File: config.mk
export PLATFORM = sky130hd
export DESIGN_NAME = of_flow_align_flat
export DESIGN_NICKNAME = d
export VERILOG_FILES = /design/src/rtl/of_pkg.sv /design/src/rtl/of_flow_align_if.sv /design/src/rtl/of_delay_line.sv /design/src/rtl/of_flow_align.sv /design/src/flat_wrapper.sv
export SDC_FILE = /design/constraint.sdc
export NUM_CORES = 1
export LEC_CHECK = 0
export ABC_AREA = 1
export ABC_CLOCK_PERIOD_IN_PS = 7570
export BUFFER_PORTS_ARGS = -buffer_cell sky130_fd_sc_hd__buf_4
export CAP_MARGIN = 20
export CORE_MARGIN = 1
export CORE_UTILIZATION = 40
export CTS_CLUSTER_DIAMETER = 150
export DETAILED_ROUTE_END_ITERATION = 16
export PLACE_DENSITY = 0.66
export SLEW_MARGIN = 20
export SYNTH_ARGS = -nofsm -noshare
export SYNTH_HDL_FRONTEND = slang
export SYNTH_SLANG_ARGS = --single-unit
File: constraint.sdc
create_clock -name clk -period 7.57 [get_ports clk]
set_input_delay 1.514 -clock clk [delete_from_list [all_inputs] [get_ports clk]]
set_output_delay 1.514 -clock clk [all_outputs]
set_load 0.02 [all_outputs]
File: src/rtl/of_pkg.sv
// of_pkg: widths and pixel type shared by the optical-flow alignment and smoothing stages.
package of_pkg;
    function automatic int cw(input int n);
        return n > 1 ? $clog2(n) : 1;
    endfunction
    localparam int NUM_CH      = 2;
    localparam int VALUE_WIDTH = 12;
    localparam int PIX_W       = NUM_CH * VALUE_WIDTH;
    localparam int X_W         = cw(640);
    localparam int Y_W         = cw(480);
    typedef logic [PIX_W-1:0] pix_t;
endpackage

File: src/rtl/of_flow_align_if.sv
// of_flow_align_if: pixel stream in, aligned and border-tagged pixel stream out.
interface of_flow_align_if import of_pkg::*; #(
    parameter int DW = PIX_W,
    parameter int XW = X_W,
    parameter int YW = Y_W
);
    logic          en;
    logic          sof_in;
    logic [DW-1:0] data_in;
    logic [DW-1:0] data_out;
    logic          valid_out;
    logic          sof_out;
    logic          eol_out;
    logic          border_out;
    logic [XW-1:0] x_out;
    logic [YW-1:0] y_out;
    logic          resync_err;
    modport master (
        output en, sof_in, data_in,
        input  data_out, valid_out, sof_out, eol_out, border_out, x_out, y_out, resync_err
    );
    modport slave (
        input  en, sof_in, data_in,
        output data_out, valid_out, sof_out, eol_out, border_out, x_out, y_out, resync_err
    );
endinterface

File: src/rtl/of_delay_line.sv
// of_delay_line: en-qualified DEPTH-stage delay; deep lines use a read-before-write RAM ring.
module of_delay_line #(
    parameter int WIDTH = 25,
    parameter int DEPTH = 7
) (
    input  logic             clk,
    input  logic             rst,
    input  logic             en,
    input  logic [WIDTH-1:0] d,
    output logic [WIDTH-1:0] q
);
    if (DEPTH <= 16) begin : g_sr
        logic [WIDTH-1:0] sr [DEPTH];
        always_ff @(posedge clk)
            if (rst) begin
                for (int i = 0; i < DEPTH; i++) sr[i] <= '0;
            end else if (en) begin
                sr[0] <= d;
                for (int i = 1; i < DEPTH; i++) sr[i] <= sr[i-1];
            end
        assign q = sr[DEPTH-1];
    end else begin : g_ram
        localparam int AW = $clog2(DEPTH - 1);
        logic [WIDTH-1:0] mem [DEPTH-1];
        logic [AW-1:0]    ptr;
        logic [WIDTH-1:0] q_r;
        // Stale RAM contents after reset are masked downstream by the prime count.
        always_ff @(posedge clk)
            if (en) mem[ptr] <= d;
        always_ff @(posedge clk)
            if (rst) begin
                ptr <= '0;
                q_r <= '0;
            end else if (en) begin
                q_r <= mem[ptr];
                ptr <= ptr == AW'(DEPTH - 2) ? '0 : ptr + 1'b1;
            end
        assign q = q_r;
    end
endmodule

File: src/rtl/of_flow_align.sv
// of_flow_align: delays flow vectors, locks to sof, tracks (x,y) and zeroes the border.
module of_flow_align import of_pkg::*; #(
    parameter int NUM_CH       = 2,
    parameter int VALUE_WIDTH  = 12,
    parameter int FRAME_WIDTH  = 640,
    parameter int FRAME_HEIGHT = 480,
    parameter int LATENCY      = 8,
    parameter int BORDER_X     = 5,
    parameter int BORDER_Y     = 5,
    parameter int BORDER_ZERO  = 1
) (
    input  logic            clk,
    input  logic            rst,
    of_flow_align_if.slave  bus
);
    localparam int DW = NUM_CH * VALUE_WIDTH;
    localparam int XW = cw(FRAME_WIDTH);
    localparam int YW = cw(FRAME_HEIGHT);
    localparam int PW = $clog2(LATENCY + 1);
    localparam logic [XW-1:0] X_MAX = XW'(FRAME_WIDTH - 1);
    localparam logic [YW-1:0] Y_MAX = YW'(FRAME_HEIGHT - 1);
    localparam logic [XW-1:0] X_LO  = XW'(BORDER_X);
    localparam logic [XW-1:0] X_HI  = XW'(FRAME_WIDTH - BORDER_X);
    localparam logic [YW-1:0] Y_LO  = YW'(BORDER_Y);
    localparam logic [YW-1:0] Y_HI  = YW'(FRAME_HEIGHT - BORDER_Y);
    localparam logic [PW-1:0] P_MAX = PW'(LATENCY - 1);
    logic [DW:0]    dly;
    logic           d_sof;
    logic [DW-1:0]  d_data;
    logic [PW-1:0]  cnt;
    logic           locked;
    logic           primed, emit, wrap, bord;
    logic [XW-1:0]  nx;
    logic [YW-1:0]  ny;
    // The output register is the last stage, so the line itself is one shorter.
    if (LATENCY > 1) begin : g_dly
        of_delay_line #(.WIDTH(DW + 1), .DEPTH(LATENCY - 1)) u_dly (
            .clk (clk),
            .rst (rst),
            .en  (bus.en),
            .d   ({bus.sof_in, bus.data_in}),
            .q   (dly)
        );
    end else begin : g_nodly
        assign dly = {bus.sof_in, bus.data_in};
    end
    assign {d_sof, d_data} = dly;
    always_comb begin
        primed = cnt == P_MAX;
        emit   = bus.en && primed && (d_sof || locked);
        wrap   = bus.x_out == X_MAX;
        nx     = d_sof ? '0 : (wrap ? '0 : bus.x_out + 1'b1);
        ny     = d_sof ? '0 : (wrap ? bus.y_out + 1'b1 : bus.y_out);
        bord   = nx < X_LO || nx >= X_HI || ny < Y_LO || ny >= Y_HI;
    end
    always_ff @(posedge clk)
        if (rst) begin
            cnt            <= '0;
            locked         <= 1'b0;
            bus.valid_out  <= 1'b0;
            bus.sof_out    <= 1'b0;
            bus.eol_out    <= 1'b0;
            bus.border_out <= 1'b0;
            bus.x_out      <= '0;
            bus.y_out      <= '0;
            bus.data_out   <= '0;
            bus.resync_err <= 1'b0;
        end else begin
            bus.valid_out <= emit;
            if (bus.en && !primed) cnt <= cnt + 1'b1;
            if (emit) begin
                bus.x_out      <= nx;
                bus.y_out      <= ny;
                bus.sof_out    <= d_sof;
                bus.eol_out    <= nx == X_MAX;
                bus.border_out <= bord;
                bus.data_out   <= (bord && BORDER_ZERO != 0) ? '0 : d_data;
                locked         <= !(nx == X_MAX && ny == Y_MAX);
                if (d_sof && locked) bus.resync_err <= 1'b1;
            end
        end
endmodule

File: src/flat_wrapper.sv
// flat-port wrapper written by rule: the top's interface ports become plain ports
module of_flow_align_flat import of_pkg::*;
#(
    parameter int NUM_CH       = 2,
    parameter int VALUE_WIDTH  = 12,
    parameter int FRAME_WIDTH  = 640,
    parameter int FRAME_HEIGHT = 480,
    parameter int LATENCY      = 8,
    parameter int BORDER_X     = 5,
    parameter int BORDER_Y     = 5,
    parameter int BORDER_ZERO  = 1
)
  (clk, rst, bus_en, bus_sof_in, bus_data_in, bus_data_out, bus_valid_out, bus_sof_out, bus_eol_out, bus_border_out, bus_x_out, bus_y_out, bus_resync_err);
  of_flow_align_if bus_i ();
  input  logic clk;
  input  logic rst;
  input wire logic [$bits(bus_i.en)-1:0] bus_en;
  input wire logic [$bits(bus_i.sof_in)-1:0] bus_sof_in;
  input wire logic [$bits(bus_i.data_in)-1:0] bus_data_in;
  output wire logic [$bits(bus_i.data_out)-1:0] bus_data_out;
  output wire logic [$bits(bus_i.valid_out)-1:0] bus_valid_out;
  output wire logic [$bits(bus_i.sof_out)-1:0] bus_sof_out;
  output wire logic [$bits(bus_i.eol_out)-1:0] bus_eol_out;
  output wire logic [$bits(bus_i.border_out)-1:0] bus_border_out;
  output wire logic [$bits(bus_i.x_out)-1:0] bus_x_out;
  output wire logic [$bits(bus_i.y_out)-1:0] bus_y_out;
  output wire logic [$bits(bus_i.resync_err)-1:0] bus_resync_err;
  assign bus_i.en = bus_en;
  assign bus_i.sof_in = bus_sof_in;
  assign bus_i.data_in = bus_data_in;
  assign bus_data_out = bus_i.data_out;
  assign bus_valid_out = bus_i.valid_out;
  assign bus_sof_out = bus_i.sof_out;
  assign bus_eol_out = bus_i.eol_out;
  assign bus_border_out = bus_i.border_out;
  assign bus_x_out = bus_i.x_out;
  assign bus_y_out = bus_i.y_out;
  assign bus_resync_err = bus_i.resync_err;
  of_flow_align #(.NUM_CH(NUM_CH), .VALUE_WIDTH(VALUE_WIDTH), .FRAME_WIDTH(FRAME_WIDTH), .FRAME_HEIGHT(FRAME_HEIGHT), .LATENCY(LATENCY), .BORDER_X(BORDER_X), .BORDER_Y(BORDER_Y), .BORDER_ZERO(BORDER_ZERO)) u_core (.clk(clk), .rst(rst), .bus(bus_i));
endmodule
==> metrics.md <==
| Metric | Value |
|---|---|
| Initial Util | `0.412` |
| WL met1 | `between 7000 and 8000 um` |
| Status | `completed` |
| RSZ-0062 raised after global routing | `false` |
| Worst Hold Margin | `roughly 0.47 ns` |
| IO Port Bufs | `75` |
| Root buffer cell | `clkbuf_16` |
| Row count | `56` |
| Routed wl met2 | `a little under 7000 um` |
| Arrival time at the worst endpoint | `3.55 ns` |
| IO Pins | `76` |
| Fin Clk Skew | `0.00827 ns` |
| Largest family of logic cells by synthesized area | `simple AND/OR/NAND/NOR gates` |
| Ant diodes | `0` |
| Yosys warns | `0` |
| Top post-synthesis cells by area | `edfxtp_1 (54%), dfxtp_1 (11%), inv_1 (8.4%), nor2_1 (8.3%), nand2_1 (3.4%)` |
| Reg clk slew, reported paths | `roughly 0.060 ns` |
| Core area | `between 20000 and 25000 sq um` |
| Sequential fraction of the synthesis area | `0.647` |
| Yosys reg bits | `228` |
| Post-CTS Hold Fix Bufs | `0` |
| Final Hold Viols | `0` |
| GP Congestion | `just over 0.8` |
| Total GRT Usage | `0.124` |
| Worst Hold Class | `reg2reg` |
| Layout area overhead | `15.6%` |
| Final period utilization | `0.438` |
| Largest area contributor in the netlist | `edfxtp_1` |
| Pins Over Slew Limit | `0` |
| Pin count of the biggest net entering global routing | `around 130` |
| Total chip power | `about 2.6 mW` |
| TritonCTS Buffers | `24` |
| Gr ovfl total | `0` |
| CP Class | `in2reg` |
| Syn_nets | `1008` |
| Area after DPL | `about 11000 sq um` |
| Count of different cell masters after synthesis | `35` |
| Setup TNS | `0 ns` |
| Total Wirelength | `around 15000 um` |
| Cts repair resizes | `0` |
| Sink Count | `roughly 230` |
| Crit end category | `flip-flop` |
| First-pass GRT wire length | `25400 um` |
| Fmax | `302 MHz` |
| WL met3 | `between 600 and 700 um` |
| DRT Pass-1 Iters | `4` |
| Worst-skew pair later-pin latency | `slightly above 0.5 ns` |
| Worst Path Max Fanout | `84` |
| WP data required | `approximately 8 ns` |
| Vias in the first global route | `roughly 5400` |
| Initial antenna violation count | `0` |
| Min Tclk post-route | `3.32 ns` |
| Design Area, Final | `around 11000 sq um` |
| Die width | `158 um` |
| Top cell type's share of synthesized area | `0.539` |
| Die Height | `around 160 um` |
| Post-Synth XOR/XNOR Area | `0.00359` |
| Worst setup SP type | `input port` |
| Final HPWL DP | `between 9000 and 10000 um` |
| Leakage power | `4.86 nW` |
| Cells after synthesis | `977` |
| Uppermost routed layer | `met4` |
| Rel. slew slack | `0.452` |
| Drt drc | `0` |
| DR iter-0 viols | `429` |
| Postcts setup bufs | `0` |
| Peak supply drop | `roughly 0.18 mV` |
| Simple-Gate Fraction of Synth Area | `0.180` |
| Synth Area in Adders | `0.00385` |
| Setup Viol. Count Final | `0` |
| WL/cell | `~11 um` |
| Die footprint | `roughly 25000 sq um` |
| Mapped Area | `9760 sq um` |
| Via Count | `~6000` |
| Synth Area in Compound Gates | `0.0581` |
| Syn_area_per_cell | `9.99 sq um` |
| Max clock buf depth | `3` |
| Share of cells above drive strength 1 | `0.152` |
| Avg Vias per Cell | `around 4.3` |
| PwrDens | `228 nW/um^2` |
| TritonCTS clock tree | `done` |
| Slew @ Worst Pin | `a little over 0.8 ns` |
| Mux share of post-synthesis cell area | `0` |
| H-tree levels | `1` |
| Final ANT Viol Nets | `0` |
| Max cap viols | `0` |
| Total Nets Final | `roughly 1100` |
-- flip-flops by register name (all words and copies together), names as in the netlist --
register                    cells
u_core.bus.border_out           1
u_core.bus.data_out            24
u_core.bus.eol_out              1
u_core.bus.resync_err           1
u_core.bus.sof_out              1
u_core.bus.valid_out            1
u_core.bus.x_out               10
u_core.bus.y_out                9
u_core.cnt                      4
u_core.g_dly.u_dly.g_sr.sr    175
u_core.locked                   1
-- stage by stage --
step	instances	util	setup WS, ns
2_1_floorplan	977	-	1.41
3_3_place_gp	1338	0.447	3.74
3_5_place_dp	1338	0.447	3.64
4_1_cts	1381	0.476	4.19
5_1_grt	1381	0.476	3.95
6_report	1381	0.476	4.25
-- final cells by class --
type / instances / area (sq um)
Fill cell: 2236 / 12400
Sequential cell: 228 / 6320
Multi-Input combinational cell: 489 / 2410
Inverter: 222 / 836
Clock buffer: 31 / 648
Timing Repair Buffer: 80 / 613
Tap cell: 319 / 399
Clock inverter: 12 / 51.3
-- layout by cell type (no fill, tap or decap), types with 2 or more instances in the layout --
master	Yosys	final
nand3_1	23	23
o21ai_0	44	44
nor3_1	4	4
nor2_2	10	10
clkinv_1	1	8
nor2_4	17	17
edfxtp_1	175	175
nand3_2	7	7
nand2_1	89	87
dfxtp_1	53	53
xnor2_1	2	2
xor2_1	2	2
inv_2	2	2
a21oi_1	24	24
clkinv_2	0	5
clkbuf_1	27	6
buf_4	3	79
o21bai_1	25	25
inv_1	218	218
ha_1	3	3
clkbuf_16	0	25
nand2_4	2	4
nand2_2	7	7
nor2_1	217	217
nand4_1	6	6
-- synthesized netlist by cell type, drive strengths merged --
library cell / n
nor2: 245
nor3: 4
edfxtp: 175
xnor2: 2
o21a: 1
dfxtp: 53
clkbuf: 30
a211oi: 1
o21bai: 26
nand2: 98
clkinv: 1
nor3b: 1
inv: 221
xor2: 2
buf: 8
a21oi: 24
o21ai: 45
ha: 3
nand4: 6
nand3: 31
-- power breakdown --
| group | internal [mW] | switching (mW) | leakage, nW |
|---|---|---|---|
| clock network | 0.599 | 0.445 | 0.346 |
| registers | 1.41 | 0.0166 | 2.36 |
| logic | 0.0308 | 0.0643 | 2.16 |
-- critical path, stage by stage --
cell and delay, ns:
buf_4 0.34, inv_1 0.25, nand2_4 0.65, buf_4 0.64, nor2_1 0.11
-- kinds of logic after synthesis --
kind of cell	after synthesis
DFF	228
and+or+nand+nor	385
adders and majority gates	3
xor gates and xnor gates	4
AOI/OAI and AO/OA	97
buffers and inverters	260
-- metal layers --
metal	vias to the layer above	global-route usage
met2	118	0.204
li1	3169	-
met3	28	0.0241
met4	0	0.0394
met5	-	0
met1	2662	0.166
-- worst paths after layout --
| kind | slack [ns] | cells after the start | from | endpoint |
|---|---|---|---|---|
| setup reg to reg | 4.92 | 14 | u_core.bus.x_out[0]$_SDFFE_PP0P_ | u_core.bus.data_out[21]$_SDFFE_PP0P_ |
| hold / removal | 0.47 | 2 | u_core.cnt[3]$_SDFFE_PP0P_ | u_core.cnt[3]$_SDFFE_PP0P_ |
| hold reg to reg | 0.47 | 2 | u_core.cnt[3]$_SDFFE_PP0P_ | u_core.cnt[3]$_SDFFE_PP0P_ |
| setup / recovery | 4.25 | 5 | rst | u_core.g_dly.u_dly.g_sr.sr[1][20]$_SDFFCE_PN0P_ |
Note: power is estimated with default switching activity, not from simulation.
